==> config.mk <==
export PLATFORM = sky130hd
export DESIGN_NAME = jtframe_cfg_sched
export DESIGN_NICKNAME = d
export VERILOG_FILES = /design/src/rtl/jtframe_cfg_pkg.sv /design/src/rtl/jtframe_cfg_rstgen.sv /design/src/rtl/jtframe_cfg_sched.sv
export SDC_FILE = /design/constraint.sdc
export NUM_CORES = 1
export LEC_CHECK = 0
export BUFFER_PORTS_ARGS = -buffer_cell sky130_fd_sc_hd__buf_4
export CAP_MARGIN = 20
export CORE_MARGIN = 3
export CORE_UTILIZATION = 50
export CTS_BUF_LIST = sky130_fd_sc_hd__clkbuf_4
export CTS_CLUSTER_DIAMETER = 60
export DETAILED_ROUTE_END_ITERATION = 6
export GPL_TIMING_DRIVEN = 0
export PLACE_DENSITY = 0.78
export SYNTH_ARGS = -nofsm -noshare
export SYNTH_HDL_FRONTEND = slang
export SYNTH_SLANG_ARGS = --single-unit
==> constraint.sdc <==
create_clock -name clk -period 4.5 [get_ports clk]
set_clock_uncertainty 0.15 [all_clocks]
set_input_delay 0.45 -clock clk [delete_from_list [all_inputs] [get_ports clk]]
set_output_delay 0.45 -clock clk [all_outputs]
set_load 0.1 [all_outputs]
==> src/rtl/jtframe_cfg_pkg.sv <==
// Shared types and constants for the OSD configuration scheduler and its reset generator.
package jtframe_cfg_pkg;

    typedef enum logic [2:0] {
        ST_IDLE     = 3'd0,
        ST_SETTLE   = 3'd1,
        ST_WAIT_VB  = 3'd2,
        ST_WAIT_ACK = 3'd3,
        ST_COMMIT   = 3'd4,
        ST_RESET    = 3'd5
    } cfg_state_e;

    localparam logic [63:0] CFG_RST_MASK_DEF = 64'h0000_0000_0000_0001;

    // Well-known status word bit positions used by the DIP decode logic
    localparam int unsigned CFG_BIT_PAUSE  = 1;
    localparam int unsigned CFG_BIT_ASPECT = 2;
    localparam int unsigned CFG_BIT_FX_LO  = 3;
    localparam int unsigned CFG_BIT_FX_HI  = 5;
    localparam int unsigned CFG_BIT_TEST   = 10;

    function automatic logic rst_hit(input logic [63:0] old_w,
                                     input logic [63:0] new_w,
                                     input logic [63:0] mask);
        return |((old_w ^ new_w) & mask);
    endfunction

endpackage

==> src/rtl/jtframe_cfg_rstgen.sv <==
// Reset pulse generator: output held high through async reset and for LEN cycles after it
// deasserts, and for LEN cycles after every load.
module jtframe_cfg_rstgen #(
    parameter int unsigned LEN = 16
) (
    input  logic clk,
    input  logic rst_n,
    input  logic load_i,
    output logic rst_o,
    output logic last_o
);

    logic [7:0] cnt_q;
    logic [7:0] cnt_d;

    always_comb begin
        cnt_d = cnt_q;
        if (load_i) begin
            cnt_d = 8'(LEN);
        end else if (cnt_q != 8'd0) begin
            cnt_d = cnt_q - 8'd1;
        end
    end

    always_ff @(posedge clk or negedge rst_n) begin
        if (!rst_n) begin
            cnt_q <= 8'(LEN);
        end else begin
            cnt_q <= cnt_d;
        end
    end

    assign rst_o  = (cnt_q != 8'd0);
    assign last_o = (cnt_q == 8'd1);

endmodule

==> src/rtl/jtframe_cfg_sched.sv <==
// Debounces OSD status changes and commits them at vblank start, pulsing game reset on masked bits.
// Define JTFRAME_CFG_ACK_EN to add the cfg_ack handshake (WAIT_ACK state) before each commit.
module jtframe_cfg_sched
    import jtframe_cfg_pkg::*;
#(
    parameter int unsigned SETTLE   = 4,
    parameter logic [63:0] RST_MASK = CFG_RST_MASK_DEF,
    parameter int unsigned RST_LEN  = 16
) (
    input  logic        clk,
    input  logic        rst_n,
    input  logic [63:0] status,
    input  logic        vb,
`ifdef JTFRAME_CFG_ACK_EN
    input  logic        cfg_ack,
`endif
    output logic [63:0] status_q,
    output logic        cfg_upd,
    output logic        game_rst,
    output logic        busy
);

    cfg_state_e  state_q, state_d;
    logic [63:0] pend_q, pend_d;
    logic [63:0] commit_q, commit_d;
    logic [3:0]  cnt_q, cnt_d;
    logic        vb_d1_q;
    logic        vb_rise_q;
    logic        rst_load;
    logic        rst_last;
    logic        mismatch;

    assign mismatch = (status != pend_q);

    always_comb begin
        state_d  = state_q;
        pend_d   = pend_q;
        commit_d = commit_q;
        cnt_d    = cnt_q;
        rst_load = 1'b0;
        case (state_q)
            ST_IDLE: begin
                if (status != commit_q) begin
                    pend_d  = status;
                    cnt_d   = 4'd0;
                    state_d = ST_SETTLE;
                end
            end
            ST_SETTLE: begin
                // A new value seen on the same cycle as vb_rise restarts the count
                if (status == commit_q) begin
                    state_d = ST_IDLE;
                end else if (mismatch) begin
                    pend_d = status;
                    cnt_d  = 4'd0;
                end else if (vb_rise_q) begin
                    cnt_d = cnt_q + 4'd1;
                    if (cnt_d == 4'(SETTLE)) begin
                        state_d = ST_WAIT_VB;
                    end
                end
            end
            ST_WAIT_VB: begin
                if (mismatch) begin
                    pend_d  = status;
                    cnt_d   = 4'd0;
                    state_d = ST_SETTLE;
                end else if (vb_rise_q) begin
`ifdef JTFRAME_CFG_ACK_EN
                    state_d = ST_WAIT_ACK;
`else
                    state_d = ST_COMMIT;
`endif
                end
            end
`ifdef JTFRAME_CFG_ACK_EN
            ST_WAIT_ACK: begin
                if (mismatch) begin
                    pend_d  = status;
                    cnt_d   = 4'd0;
                    state_d = ST_SETTLE;
                end else if (cfg_ack) begin
                    state_d = ST_COMMIT;
                end else if (!vb) begin
                    state_d = ST_WAIT_VB;
                end
            end
`endif
            ST_COMMIT: begin
                commit_d = pend_q;
                if (rst_hit(commit_q, pend_q, RST_MASK)) begin
                    rst_load = 1'b1;
                    state_d  = ST_RESET;
                end else begin
                    state_d = ST_IDLE;
                end
            end
            ST_RESET: begin
                if (rst_last) begin
                    state_d = ST_IDLE;
                end
            end
            default: begin
                state_d = ST_IDLE;
            end
        endcase
    end

    always_ff @(posedge clk or negedge rst_n) begin
        if (!rst_n) begin
            state_q   <= ST_IDLE;
            pend_q    <= '0;
            commit_q  <= '0;
            cnt_q     <= '0;
            vb_d1_q   <= 1'b0;
            vb_rise_q <= 1'b0;
        end else begin
            state_q   <= state_d;
            pend_q    <= pend_d;
            commit_q  <= commit_d;
            cnt_q     <= cnt_d;
            vb_d1_q   <= vb;
            vb_rise_q <= vb & ~vb_d1_q;
        end
    end

    jtframe_cfg_rstgen #(
        .LEN    (RST_LEN)
    ) u_rstgen (
        .clk    (clk),
        .rst_n  (rst_n),
        .load_i (rst_load),
        .rst_o  (game_rst),
        .last_o (rst_last)
    );

    assign status_q = commit_q;
    assign cfg_upd  = (state_q == ST_COMMIT);
    assign busy     = (state_q != ST_IDLE);

endmodule
=== After elaboration in Yosys (flattened, before gate mapping) ===
Index checks and enable logic that the tools add are counted.

* Latch bits: 0
* Register bits after elaboration: 145
* Bits in read-only memories: 0
* Output and inout bits: 67
* Word-level logic and storage cells: 62
* Bits in writable memories: 0
* Memories: 0

* Shifts and indexed selects: 0
* Equality and inequality tests: 18
* Multiplexer cells: 24
* Multiply operators: 0
* $lt $le $gt $ge: 0
* Reductions and logical operators: 8
* Divide/modulo/power cells: 0
* Bitwise logic cells: 3
* Add/sub/neg operators: 2

{| class="wikitable"
|+ Operators by type and width
! operator !! number
|-
| $mux 64 || 3
|-
| $pmux 64 s3 || 1
|-
| $ne 64x64->1 || 2
|-
| $eq 64x64->1 || 1
|-
| $mux 3 || 9
|-
| $mux 4 || 5
|-
| $mux 8 || 2
|-
| $ne 3x3->1 const B || 5
|-
| $pmux 3 s5 || 1
|-
| $pmux 4 s3 || 1
|-
| $eq 8x1->1 const B || 1
|-
| $ne 2x2->1 const B || 4
|-
| $reduce_bool 8->1 || 1
|-
| $sub 8x1->8 const B || 1
|-
| $eq 3x3->1 const B || 2
|-
| $reduce_and 6->1 || 1
|-
| $reduce_bool 3->1 || 2
|-
| $reduce_and 5->1 || 1
|-
| $add 4x1->4 const B || 1
|-
| $eq 4x3->1 const B || 1
|-
| $eq 3x1->1 const B || 1
|-
| $eq 3x2->1 const B || 1
|-
| $logic_not 3->1 || 1
|-
| $reduce_and 3->1 || 1
|-
| other kinds (5) || 6
|}

=== Depth between registers and ports, before layout ===
* Depth in word-level cells: 7
* Mapped depth: 8
* Mapped depth without buffers: 7

=== Modules after synthesis ===
A second synthesis with hierarchy kept.

* Cells, all modules: 562
* Area, all modules: 7,226.9 um2

{| class="wikitable"
|+ Modules (own cells, without submodules)
! module !! seq. area each (um2) !! area each (um2) !! cells each !! instances
|-
| jtframe_cfg_sched || 3,428.3 || 6,735.2 || 509 || 1
|-
| jtframe_cfg_rstgen || 201.4 || 491.7 || 53 || 1
|}

=== Worst setup path before layout ===
Ideal clock, no wire load.

* Path type: reg-to-reg
* Start: register commit_q[10], in the netlist status_q[10]
* End: register pend_q[10]
* Required time: 4.225 ns
* Arrival time: 2.840 ns
* Setup slack: 1.386 ns
* Stages on the path, launching flop included: 9
* Clock period less this slack: 3.114 ns
* Buffers on the path: 1
* Cell sequence: dfrtp_1 xor2_1 nor4_1 nand4_1 nor4_1 nor3_1 a21oi_4 buf_4 mux2_2

* Longest elaborated chain between the ends: 3
* Elaborated cells between the ends (all ways): 5
* Those cells by class: eq/ne: 4; reduce/logical: 1

{| class="wikitable"
|+ Ends and longest elaborated chain
! element !! RTL line !! text
|-
| start, declared || jtframe_cfg_sched.sv:25 || <nowiki>logic [63:0] commit_q, commit_d;</nowiki>
|-
| start signal, assigned || jtframe_cfg_sched.sv:120 || <nowiki>commit_q <= commit_d;</nowiki>
|-
| $eq 64x64->1 / $ne 64x64->1 (equally long branches) || jtframe_cfg_sched.sv:51, jtframe_cfg_sched.sv:43 ||
|-
| $ne 2x2->1 (no line) || n/a ||
|-
| $reduce_and 3->1 (no line) * || n/a ||
|-
| end signal, assigned || jtframe_cfg_sched.sv:119 || <nowiki>pend_q <= pend_d;</nowiki>
|-
| end, declared || jtframe_cfg_sched.sv:24 || <nowiki>logic [63:0] pend_q, pend_d;</nowiki>
|}

Mark *: on every way between the ends. The rest lies on a longest branch, timed or not.
A chain may end at the register's enable or synchronous reset.

=== Final worst setup path ===
* Start: input port status[37]
* End: register pend_q[3]

* Longest elaborated chain between the ends: 4
* Elaborated cells between the ends (all ways): 9
* Those cells by class: eq/ne: 5; mux: 3; reduce/logical: 1

{| class="wikitable"
|+ Ends and longest elaborated chain
! element !! RTL line !! text
|-
| start, declared || jtframe_cfg_sched.sv:12 || <nowiki>input logic [63:0] status,</nowiki>
|-
| $ne 64x64->1 || jtframe_cfg_sched.sv:33 || <nowiki>assign mismatch = (status != pend_q);</nowiki>
|-
| $mux 64 (2 in series) || n/a ||
|-
| $pmux 64 s3 || n/a ||
|}

Parallel ways exist; a longest one is shown, timed or not. The select of a mux whose other input is x is not followed.

==> flow_metrics.tcl <==
set metrics [dict create \
    status "completed" \
    synth_top_area_share_pct 51.0 \
    pwr-share-seq_pct 56.8 \
    power_frac_clock_pct 32.4 \
    worstSetupPathType "input pin to register" \
    drt_iter0_drc 293 \
    dp.cells 847 \
    die-area_mm2 0.0156 \
    ys_ff_latch 145 \
    grt_util_all_layers_pct 24.1 \
    finalSetupTns_ns 0 \
    powerDensity_mw_per_mm2 260 \
    clk_path_buf_depth 2 \
    worstMarginPinSlew_ns 0.933 \
    relSlewSlack_pct 36.2 \
    final_cells 940 \
    fill_cells 987 \
    hold_path.class "input pin to register" \
    hpwl_um 13500 \
    multiInputGateArea_mm2 0.00333 \
    finalWorstSetupSlack_ns 0.692 \
    path_cells "dlygate4sd3_1, buf_4, xor2_1, nor4_1, nand4_1, nor4_1, nor3_1, a21oi_4, buf_4, mux2_2" \
    cts_resized 0 \
    drv_cap 0 \
    dieWidth_um 125 \
    synth_seq_area_share_pct 51.4 \
    insertion_delay_ns 0.54 \
    num-nets-final 823 \
    synthesis.nets 608 \
    yosys_warnings 0 \
    viasPerCell 5.44 \
    min_from "status[60]" \
    worst_setup_path_end_kind "register" \
    p_leak_nw 4.55 \
    p_int_mw 1.81 \
    p_sw_share_pct 24.4 \
    final_layout_size_suffix_gt1_share_pct 38.5 \
    slowest_stage "nor4_1" \
    ff_latch_area_mm2 0.00363 \
    fmax_ghz 0.263 \
    setup_viol 0 \
    grt_max_degree 76 \
    ctsHtreeMaxLevel 4 \
    area_growth_pct 30.0 \
    place.gp.congestion 0.798 \
    grt_pass1_vias 5434 \
    gr-total-overflow 0 \
    critPathLaunchType "input pin" \
    yosys.area.top_type "dfrtp_1" \
    diodes 0 \
    cts_tree "done" \
    numCtsBuffers 17 \
    wl_per_cell_um 19.8 \
    pre_cts_slack_ns 0.718 \
    r2r-start "status_q[54]" \
    synth-async-reset-ratio_pct 100 \
    hold_slack_ns 0.0421 \
    worstPathArrival_ns 4.08 \
    syn_inst 537 \
    cts_sinks 145 \
    final.period_utilization_pct 84.6 \
    final_hold_viol_count 0 \
    netlist_area_mm2 0.00706 \
    num_io_pins 134 \
    synthTopCellsByArea "dfrtp_1 51%, mux2_2 20%, xor2_1 16%" \
    total_power_mw 2.39 \
    postLayoutCellArea_mm2 0.00918 \
    max_stage_delay_ns 0.64 \
    drc 0 \
    grt_pass1_wl_um 29000 \
    detail-route-antenna-nets 0 \
    utilization_pct 68.0 \
    root_buffer "clkbuf_4" \
    vias 5110 \
    clk_pin_slew_ns 0.10 \
    dpl_cell_area_mm2 0.00831 \
    finalMaxSlewViolations 0 \
    rows 42 \
    yosys_most_used_dff "dfrtp_1" \
    cp.required_ns 4.77 \
    drtPass1Iterations 4 \
    period_needed_ns 3.81 \
    fp.coreArea_mm2 0.0135 \
    worstSetupStartpoint "status[37]" \
    routed_wl_um 18600 \
    pwr-share-comb_pct 10.7 \
    p_sw_mw 0.584 \
    start_util_pct 52.3 \
    io_buffers 133 \
    antenna_found_initial 0 \
    worstPathMaxFanout 10 \
    post_cts_buffers 0 \
    yosys.cell_types.count 38 \
    synth_edf_count 0 \
    syn_area_per_cell_um2 13.2 \
    rsz0062_at_grt "false" \
    peakVddDrop_mv 0.175 \
    fp.dieH_um 125 \
]
-- worst max-delay path, delay by kind of cell --
kind,cells,cell delay (ns)
AOI/OAI and AO/OA,1,0.42
muxes,1,0.36
and+or+nand+nor,4,1.68
xor gates and xnor gates,1,0.14
buffers and inverters,3,1.00
-- Yosys cell counts (4+ instances only) --
| cell | n |
|---|---|
| ha_1 | 4 |
| xor2_1 | 131 |
| xnor2_1 | 5 |
| dfrtp_1 | 144 |
| clkbuf_1 | 9 |
| nand4_1 | 9 |
| nor2_1 | 14 |
| nand2_1 | 10 |
| mux2_1 | 6 |
| nor4_1 | 33 |
| mux2_2 | 124 |
-- power by group through the flow --
| stage | clock network (mW) | logic [mW] | registers (mW) |
|---|---|---|---|
| after floorplan | 0 | 0.0848 | 1.38 |
| after detailed placement | 0 | 0.212 | 1.38 |
| after CTS | 0.789 | 0.251 | 1.36 |
| final | 0.776 | 0.256 | 1.36 |
| after global routing | 0.853 | 0.279 | 1.36 |
| after global placement | 0 | 0.203 | 1.38 |
-- final timing paths --
kind                                end  slack [ns]  cells after the start
max                           pend_q[3]        0.69                     10
min                          pend_q[60]        0.04                      2
max reg2reg                   pend_q[3]        0.86                      8
min reg2reg                   vb_rise_q        0.25                      1
max in group asynchronous  status_q[37]        3.05                      3
min in group asynchronous     pend_q[8]        0.35                      2
-- final cells by class --
| type | instances | share of cell area, % |
|---|---|---|
| plain buffers | 16 | 1.02 |
| clock buffers | 21 | 1.72 |
| clock inverters | 10 | 1.02 |
| inverters | 3 | 0.123 |
| multi-input cells | 373 | 36.2 |
| flip-flops and latches | 145 | 39.5 |
| well taps | 176 | 2.40 |
| repair buffers | 196 | 18.0 |
-- flip-flops by register name, indices dropped and copies added, names as in the netlist --
name and cells:
vb_d1_q 1, status_q 64, cnt_q 4, vb_rise_q 1, u_rstgen.cnt_q 8, state_q 3, pend_q 64
-- per-layer routing --
| metal | vias up | GRT usage [%] | part of all wire [%] |
|---|---|---|---|
| li1 | 2319 | - | - |
| met4 | 0 | 6.95 | 2.1 |
| met3 | 30 | 6.35 | 5.2 |
| met5 | - | 0 | 0 |
| met1 | 2609 | 30.0 | 42 |
| met2 | 152 | 41.6 | 51 |
-- cells by family after synthesis --
family	count (synthesis)	share of synthesized area, %
adder cells (fa/ha/maj)	4	0.709
XOR/XNOR	136	16.9
multiplexers	130	20.7
flip-flops	145	51.4
AO/OA/AOI/OAI	17	1.83
buffers and inverters	19	1.49
AND/OR/NAND/NOR	86	6.98
-- placed cells by master (no fill, tap or decap), drive strengths merged --
cell	n
xnor2	5
nor4	34
nor3	3
nor3b	1
clkinv	8
a22o	3
a2111oi	1
o2111a	1
ha	4
mux2	130
o2bb2ai	1
nand3b	1
nand4	9
nor2b	3
buf	141
clkbuf	30
or3	1
or2	1
nand2b	1
nand2	10
a31oi	2
and2	2
bufinv	2
dfrtp	144
dfstp	1
a211oi	1
a21o	1
inv	3
nand4b	2
and3	1
a21oi	4
dlygate4sd3	62
o21ai	3
xor2	131
nand3	3
nor2	14
-- repair_timing --
item	in CTS	in global routing
hold endpoints to repair	122	9
setup endpoints to repair	0	0
hold buffers	53	9
Power figures use the tool's default switching activity.
